--- config.mk ---
export PLATFORM = sky130hd
export DESIGN_NAME = sync_fifo_p
export DESIGN_NICKNAME = d
export VERILOG_FILES = /design/src/rtl/sync_fifo_p.sv
export SDC_FILE = /design/constraint.sdc
export NUM_CORES = 1
export LEC_CHECK = 0
export CAP_MARGIN = 20
export CORE_MARGIN = 1.5
export CORE_UTILIZATION = 60
export CTS_BUF_LIST = sky130_fd_sc_hd__clkbuf_4 sky130_fd_sc_hd__clkbuf_8 sky130_fd_sc_hd__clkbuf_16
export DETAILED_ROUTE_END_ITERATION = 8
export PLACE_DENSITY = 0.77
export SLEW_MARGIN = 10
export SYNTH_ARGS = -nofsm -noshare
export SYNTH_HDL_FRONTEND = slang
export SYNTH_SLANG_ARGS = --single-unit
--- constraint.sdc ---
create_clock -name i_clk -period 7.7 [get_ports i_clk]
set_clock_uncertainty 0.1 [all_clocks]
set_input_delay 1.54 -clock i_clk [delete_from_list [all_inputs] [get_ports i_clk]]
set_output_delay 1.54 -clock i_clk [all_outputs]
set_load 0.1 [all_outputs]
--- src/rtl/sync_fifo_p.sv ---
// rtl/sync_fifo_p.sv - parametrised synchronous FIFO with flush, thresholds and sticky error flags
module sync_fifo_p #(
  parameter int DATA_W   = 8,
  parameter int DEPTH    = 16,
  parameter int AF_LEVEL = DEPTH - 2,
  parameter int AE_LEVEL = 2,
  localparam int AW = $clog2(DEPTH),
  localparam int CW = $clog2(DEPTH) + 1
) (
  input  logic              i_clk,
  input  logic              i_rst_n,
  input  logic              i_wr,
  input  logic [DATA_W-1:0] i_data_in,
  input  logic              i_rd,
  output logic [DATA_W-1:0] o_data_out,
  output logic              o_rd_valid,
  input  logic              i_flush,
  input  logic              i_clr_err,
  output logic              o_empty,
  output logic              o_full,
  output logic              o_almost_empty,
  output logic              o_almost_full,
  output logic [CW-1:0]     o_count,
  output logic              o_overflow,
  output logic              o_underflow
);

  logic [DATA_W-1:0] r_mem [DEPTH];
  logic [AW-1:0]     r_wptr;
  logic [AW-1:0]     r_rptr;
  logic [CW-1:0]     r_count;
  logic [DATA_W-1:0] r_data_out;
  logic              r_rd_valid;
  logic              r_overflow;
  logic              r_underflow;

  logic w_empty;
  logic w_full;
  logic w_rd_acc;
  logic w_wr_acc;
  logic w_wr_rej;
  logic w_rd_rej;

  assign w_empty  = (r_count == '0);
  assign w_full   = (r_count == CW'(DEPTH));
  // A read frees a slot in the same cycle, so a full FIFO still takes rd+wr together.
  assign w_rd_acc = i_rd && !w_empty;
  assign w_wr_acc = i_wr && (!w_full || w_rd_acc);
  assign w_wr_rej = i_wr && !w_wr_acc;
  assign w_rd_rej = i_rd && !w_rd_acc;

  always_ff @(posedge i_clk) begin
    if (!i_flush && w_wr_acc) begin
      r_mem[r_wptr] <= i_data_in;
    end
  end

  always_ff @(posedge i_clk or negedge i_rst_n) begin
    if (!i_rst_n) begin
      r_wptr      <= '0;
      r_rptr      <= '0;
      r_count     <= '0;
      r_data_out  <= '0;
      r_rd_valid  <= 1'b0;
      r_overflow  <= 1'b0;
      r_underflow <= 1'b0;
    end else if (i_flush) begin
      r_wptr      <= '0;
      r_rptr      <= '0;
      r_count     <= '0;
      r_rd_valid  <= 1'b0;
      r_overflow  <= r_overflow && !i_clr_err;
      r_underflow <= r_underflow && !i_clr_err;
    end else begin
      r_rd_valid <= w_rd_acc;
      if (w_wr_acc) begin
        r_wptr <= r_wptr + 1'b1;
      end
      if (w_rd_acc) begin
        r_rptr     <= r_rptr + 1'b1;
        r_data_out <= r_mem[r_rptr];
      end
      case ({w_wr_acc, w_rd_acc})
        2'b10:   r_count <= r_count + 1'b1;
        2'b01:   r_count <= r_count - 1'b1;
        default: r_count <= r_count;
      endcase
      // A fresh rejection wins over a simultaneous clear.
      r_overflow  <= w_wr_rej || (r_overflow && !i_clr_err);
      r_underflow <= w_rd_rej || (r_underflow && !i_clr_err);
    end
  end

  assign o_data_out     = r_data_out;
  assign o_rd_valid     = r_rd_valid;
  assign o_count        = r_count;
  assign o_empty        = w_empty;
  assign o_full         = w_full;
  assign o_almost_empty = (r_count <= CW'(AE_LEVEL));
  assign o_almost_full  = (r_count >= CW'(AF_LEVEL));
  assign o_overflow     = r_overflow;
  assign o_underflow    = r_underflow;

endmodule
==> metrics, run 1 <==
Tot GR Track Use 0.242; number of cells on the worst hold path 2; mapped cell area slightly above 6000 um2; measured slew at the worst slew-check pin 1.11 ns; PnR worst setup slack 3.12 ns; Worst-Skew Late Latency 0.53 ns; Antenna Nets Post-Route 0; Max Root-Sink Buffers 2; fmax 0.218 GHz; Cells after Synth 342; # clock sinks roughly 150; setup TNS 0 ns; Via Count 3319; Iteration-0 DRC Markers 257; Clock Pin Slew Worst Setup and Hold Paths ~0.070 ns; post-DR wirelength/cell between 20 and 25 um; setup repair after global routing missed its margin false; Detail Placement HPWL 7.56 mm; gpl congestion 0.783; Slew HR 0.261; Pwr Density 336 nW/um2; top-area cell type share of the netlist area 0.622; number of synthesized flops with an enable pin around 130; Yosys warnings 0; drt pass-1 iters 5; leakage power 2.38 nW; full die area roughly 11000 um2; count leader, synth edfxtp_1; share of cells above drive strength 1 0.197; drc violations 0; Synth area leaders edfxtp_1, mux4_2, dfrtp_1; Final Max Tran Viols 0; Worst path slowest cell clkdlybuf4s50_1; Root Buffer clkbuf_8; crit path DAT approximately 2.9 ns; antenna violations before repair 0; Peak VDD IR 318 uV; standard-cell rows 36; min Tclk post-route 4.58 ns; # fillers 580; n_diodes 0; Worst Setup End Kind output pin; crit share post-route 0.594; maxcap violations 0; crit-path cells or4_4, nor2_1, clkdlybuf4s50_1; Async SR Flop Fraction 0.158; post-CTS sizing 0; Hold Worst Slack about 0.4 ns; Die Y 104 um; largest area contributor in the netlist edfxtp_1; Yosys reg bits 152; vias per std cell between 6 and 7; total wire length ~12 mm; Hold/Removal Path Class reg -> reg; largest net degree at the start of global routing 35; Initial Util 0.626; CTS tree yes; Core Box Area 9860 um2; Hold Vio Cnt, Final 0; startpoint types flip-flop; first-pass GRT wire length roughly 19 mm; final core utilization 0.728; outcome completed; CP Data Required Time 6.06 ns; Crit Path Class reg -> out; post-synth cell types 41; CTS buffer count 17; worst r2r path cells 9; H-tree depth 4; cts hold-fix bufs 0; vias in the first global route around 3400; postcts setup bufs 0; Commonest cells post-synth edfxtp_1, mux4_2, dfrtp_1, nand2_1, nor2_1; post-synthesis sequential area ratio 0.719; total power draw 2.42 mW; Crit path largest cell delay around 1.2 ns; Final nets around 400; Net Count, Synth 365; dpl ws 3.34 ns; Congestion Overflow GR 0; Area Overhead vs Synth 16.3%; Port Buffers 33; IO Count 34; worst-path maximum fanout 8; ys flop type edfxtp_1; count of final setup violators 0; Die W 104 um; synthesized area per cell 18.1 um2
-- final timing paths --
path                          startpoint            end  slack, ns
setup reg to reg              o_count[1]     o_count[4]       4.74
hold reg to reg            o_data_out[2]  o_data_out[2]       0.41
max in group asynchronous        i_rst_n      r_rptr[2]       5.69
hold / removal             o_data_out[2]  o_data_out[2]       0.41
setup / recovery              o_count[1]        o_empty       3.12
min in group asynchronous        i_rst_n     o_count[2]       1.28
-- stage by stage --
step | instance area (um2) | std cells
floorplan | 6180 | 342
global placement | 6620 | 493
detailed placement | 6630 | 494
CTS | 7170 | 526
global route | 7180 | 529
finish | 7180 | 529
-- cell usage in the layout, fill, tap and decap left out, types with 2 or more instances in the layout --
| cell | instances |
|---|---|
| edfxtp_1 | 128 |
| clkbuf_2 | 2 |
| ha_1 | 8 |
| clkinv_2 | 2 |
| inv_6 | 6 |
| nor3_1 | 4 |
| buf_4 | 2 |
| or3_1 | 2 |
| o31ai_1 | 3 |
| o221ai_1 | 8 |
| inv_1 | 10 |
| nand2b_1 | 3 |
| nand2_1 | 24 |
| inv_8 | 2 |
| a21oi_1 | 5 |
| clkbuf_16 | 16 |
| and3_1 | 2 |
| mux2i_1 | 16 |
| nor2_1 | 21 |
| clkinvlp_4 | 4 |
| xnor2_1 | 3 |
| dfrtp_1 | 23 |
| nand3_1 | 6 |
| mux4_2 | 32 |
| xor2_1 | 6 |
| clkdlybuf4s50_1 | 33 |
| o21ai_0 | 2 |
-- power by group --
group | total (mW) | switching [mW] | internal, mW
Sequential | 1.00 | 0.0633 | 0.940
Combinational | 0.661 | 0.483 | 0.178
Clock | 0.751 | 0.343 | 0.408
-- sequential cells by signal, summed over array words and instances (netlist names) --
name	flops
o_data_out	8
o_count	5
r_mem	128
o_underflow	1
o_overflow	1
r_rptr	4
r_wptr	4
o_rd_valid	1
-- worst max-delay path: cells and delay by family, from the launching register on --
kind          cells  cell delay, ns
flops             1            0.47
buf+inv           1            1.16
simple gates      2            0.78
-- kinds of logic after synthesis --
kind of cell	count (synthesis)	share of synthesized area
flip-flops	152	0.719
adder cells (fa/ha/maj)	9	0.0194
buffers and inverters	27	0.0180
AO/OA/AOI/OAI	26	0.0336
XOR/XNOR	9	0.0128
multiplexers	49	0.144
AND/OR/NAND/NOR	70	0.0525
-- metal layers --
metal	up-vias	GRT usage	part of all wire
met4	0	0.0823	0.019
met1	1728	0.336	0.43
met5	-	0	0
li1	1436	-	-
met3	20	0.0677	0.051
met2	135	0.375	0.50
-- layout make-up --
| cell class | count | area (um2) | share of cell area |
|---|---|---|---|
| clock inverters | 14 | 115 | 0.0160 |
| multi-input cells | 163 | 1620 | 0.226 |
| well taps | 133 | 166 | 0.0232 |
| inverters | 10 | 37.5 | 0.00522 |
| repair buffers | 39 | 375 | 0.0522 |
| flip-flops and latches | 152 | 4450 | 0.619 |
| clock buffers | 18 | 422 | 0.0587 |
Note: power is estimated with default switching activity, not from simulation.
==> run 2, diff against run 1 <==
CORE_UTILIZATION = 53   (was 60)
PLACE_DENSITY = 0.72   (was 0.77)
clock period = 3.9 ns   (was 7.7 ns; I/O delays follow)
==> metrics, run 2 (synthesis results as in run 1) <==
outcome completed; Sw Ratio 0.328; count of final setup violators 0; Initial Util 0.543; total wire length between 10 and 15 mm; Core Box Area 11400 um2; full die area around 12000 um2; CTS buffer count 17; Final Max Tran Viols 0; crit path DAT about 2.2 ns; Area Overhead vs Synth 20.4%; first-pass GRT wire length 19.3 mm; Clock Pin Slew Worst Setup and Hold Paths about 0.06 ns; Antenna Nets Post-Route 0; leakage power 2.52 nW; antenna violations before repair 0; measured slew at the worst slew-check pin 1.13 ns; total power draw between 5 and 6 mW; Iteration-0 DRC Markers 360; setup repair after global routing missed its margin false; Final nets about 420; drc violations 0; CTS tree yes; Buf+Inv Stages, Crit Path 1; final core utilization 0.654; Congestion Overflow GR 0; combinational power share 0.259; Crit path largest cell delay 1.22 ns; Max Root-Sink Buffers 2; vias in the first global route roughly 3300; Worst path slowest cell clkdlybuf4s50_1; Crit Path Class reg -> out; n_diodes 0; largest net degree at the start of global routing 22; Reg with most FFs r_mem; Port Buffers 33; Worst-Skew Late Latency 0.41 ns; sequential power share 0.388; Hold/Removal Path Class reg -> reg; Internal 3.45 mW; Via Count approximately 3200; startpoint types flip-flop; # clock sinks 152; Worst Setup End Kind output pin; crit share post-route 0.796; IO Count 34; Worst R2R Setup Slack between 0.9 and 1 ns; standard-cell rows 39; H-tree depth 4; vias per std cell ~5.9; Pwr Density slightly below 700 nW/um2; min Tclk post-route around 3.1 ns; CP Data Required Time 3.02 ns; setup TNS 0 ns; Peak VDD IR ~800 uV; post-CTS sizing 0; Die Y 111 um; postcts setup bufs 0; Root Buffer clkbuf_16; drt pass-1 iters 5; Final Instance Area 7440 um2; most common cell after layout, fill and taps aside edfxtp_1; clock power share 0.353; Largest register FFs ~130; post-DR wirelength/cell 22.8 um; maxcap violations 0; Tot GR Track Use 0.219; fmax 0.322 GHz; crit-path cells clkdlybuf4s50_1; PnR worst setup slack slightly below 0.8 ns; Crit path max-delay family buffers and inverters; cts hold-fix bufs 0; Slew HR 0.244; share of cells above drive strength 1 0.229; Placed Area 6760 um2; dpl ws around 0.70 ns; commonest cells after routing, fill and taps aside edfxtp_1, mux4_2, clkdlybuf4s50_1, nand2_1, dfrtp_1; Detail Placement HPWL 8.04 mm; gpl congestion 0.829; Hold Vio Cnt, Final 0; sw power 1.69 mW; Die W 111 um; worst-path maximum fanout 13; # fillers 771
## run 2: power groups by stage
stage | sequential [mW] | combinational [mW] | clock (mW)
finish | 1.99 | 1.33 | 1.81
global route | 2.00 | 1.39 | 1.92
CTS | 1.99 | 1.33 | 1.84
detailed placement | 2.02 | 1.33 | 0
global placement | 2.02 | 1.31 | 0
floorplan | 2.44 | 0.568 | 0
## run 2: final timing paths
kind	startpoint	to	depth (start not counted)
max	o_count[4]	o_count[4]	1
min	o_underflow	o_underflow	1
max reg2reg	o_count[1]	o_count[4]	9
min reg2reg	o_underflow	o_underflow	1
max in group asynchronous	i_rst_n	r_rptr[2]	2
min in group asynchronous	i_rst_n	o_count[1]	1
## run 2: layout make-up
type                            instances  area (um2)  share of cell area
Clock buffer                           25         510              0.0686
Clock inverter                          7         165              0.0222
Tap cell                              143         179              0.0240
Multi-Input combinational cell        163        1640               0.221
Inverter                               10        37.5             0.00505
Sequential cell                       152        4450               0.598
Timing Repair Buffer                   49         460              0.0619
## run 2: metrics by stage
step	std cells	hold WS [ns]
3_5_place_dp	517	0.396
6_report	549	0.401
5_1_grt	549	0.424
2_1_floorplan	342	0.384
4_1_cts	549	0.412
3_3_place_gp	516	0.379
## run 2: metal layers
metal	up-vias	wire [um]	track usage
met5	-	0	0
met4	0	307	0.0838
met3	25	884	0.0689
met2	141	6020	0.337
met1	1606	5290	0.298
li1	1450	-	-
==> run 3, diff against run 2 <==
CORE_UTILIZATION = 59   (was 53)
PLACE_DENSITY = 0.76   (was 0.72)
clock period = 3.2 ns   (was 3.9 ns; I/O delays follow)
==> metrics, run 3 (synthesis results as in run 1) <==
Area Overhead vs Synth 19.5%; largest net degree at the start of global routing 25; Slew HR 0.352; Crit Path Class reg -> reg; Reg with most FFs r_mem; Sw Ratio 0.353; FF+latch area 4450 um2; cts hold-fix bufs 0; standard-cell rows 37; worst-path maximum fanout 8; Via Count 3250; worst r2r path cells 9; min Tclk post-route slightly below 3 ns; routed length on met1 4.62 mm; measured slew at the worst slew-check pin 0.971 ns; final core utilization 0.721; first-pass GRT wire length 18.4 mm; # fillers 620; leakage power 2.55 nW; sequential power share 0.398; drc violations 0; drt pass-1 iters 4; Initial Util 0.604; area of the multi-input gates about 1600 um2; H-tree depth 4; startpoint types flip-flop; Congestion Overflow GR 0; postcts setup bufs 0; Final Max Tran Viols 0; antenna violations before repair 0; Max Root-Sink Buffers 2; Hold Worst Slack 0.384 ns; vias per std cell 5.92; Iteration-0 DRC Markers 261; total power draw between 6 and 7 mW; Worst Setup End Kind flip-flop; Die W 105 um; count of final setup violators 0; CTS buffer count 17; full die area ~11000 um2; Die Y 105 um; fmax 0.341 GHz; Clock Pin Slew Worst Setup and Hold Paths around 0.060 ns; Detail Placement HPWL 7.30 mm; commonest cells after routing, fill and taps aside edfxtp_1, buf_4, mux4_2, nand2_1, dfrtp_1; met3 WL 848 um; Internal 3.91 mW; crit path from o_count[0]; Hold Vio Cnt, Final 0; most common cell after layout, fill and taps aside edfxtp_1; setup TNS 0 ns; CP Data Required Time 3.55 ns; post-DR wirelength/cell 21.4 um; clock power share 0.333; Peak VDD IR ~660 uV; crit share post-route 0.916; reg-to-reg startpoint o_count[0]; CTS tree yes; Worst R2R Setup Slack approximately 0.27 ns; crit path DAT ~3.3 ns; Final nets 423; post-CTS sizing 0; # clock sinks 152; IO Count 34; WL met2 6.18 mm; total wire length around 12 mm; Hold/Removal Path Class in -> async; Largest register FFs 128; Root Buffer clkbuf_8; Worst-Skew Late Latency 0.51 ns; Tot GR Track Use 0.233; Core Box Area just over 10000 um2; Port Buffers 33; Antenna Nets Post-Route 0; vias in the first global route between 3000 and 4000; share of cells above drive strength 1 0.283; maxcap violations 0; setup repair after global routing missed its margin false; sw power 2.14 mW; uppermost routed layer met4; n_diodes 0; outcome completed; combinational power share 0.269; gpl congestion 0.765; reg2reg end o_count[4]; Pwr Density 820 nW/um2
## run 3: changes by cell type in the layout (fill, tap and decap cells not counted), moves of 3 or more
cell / change
buf_4: +23
clkbuf_4: -3
clkdlybuf4s50_1: -16
inv_6: +3
## run 3: worst max-delay path, stage by stage, from the launching register on
cell and delay [ns]:
dfrtp_1 0.48, or4_4 0.60, o211ai_1 0.35, inv_1 0.15
ha_1 0.36, nand2b_1 0.08, a21oi_1 0.16, xor2_1 0.09
or4_1 0.40, nand3_1 0.09
## run 3: worst max path at each step
stage,slack (ns),depth (start not counted),to
3_5_place_dp,0.23,8,o_count[4]
4_1_cts,0.28,9,o_count[4]
2_1_floorplan,0.004,9,o_count[4]
3_3_place_gp,0.30,8,o_count[4]
5_1_grt,0.13,9,o_count[4]
6_report,0.27,9,o_count[4]
## run 3: metal layers
metal  up-vias  global-route usage
li1       1465                   -
met1      1660               0.307
met2       116               0.393
met3         9              0.0507
met4         0              0.0714
met5         -                   0
## run 3: layout make-up
type | instances | share of cell area
Timing Repair Buffer | 56 | 0.0648
Sequential cell | 152 | 0.602
Tap cell | 136 | 0.0231
Clock inverter | 13 | 0.0231
Clock buffer | 19 | 0.0590
Inverter | 10 | 0.00509
Multi-Input combinational cell | 163 | 0.223
## run 3: power by group through the flow
stage          registers [mW]  logic (mW)  clock network, mW
2_1_floorplan            2.98       0.696                  0
3_3_place_gp             2.44        1.59                  0
3_5_place_dp             2.45        1.62                  0
4_1_cts                  2.41        1.64               2.04
5_1_grt                  2.42        1.71               2.12
6_report                 2.41        1.63               2.02
## run 3: per-stage QoR
stage	std cells	cell area (um2)	setup WS [ns]
after detailed placement	517	6780	0.230
final	549	7380	0.269
after global routing	549	7380	0.130
after floorplan	342	6200	0.00418
after CTS	549	7380	0.280
after global placement	517	6780	0.295
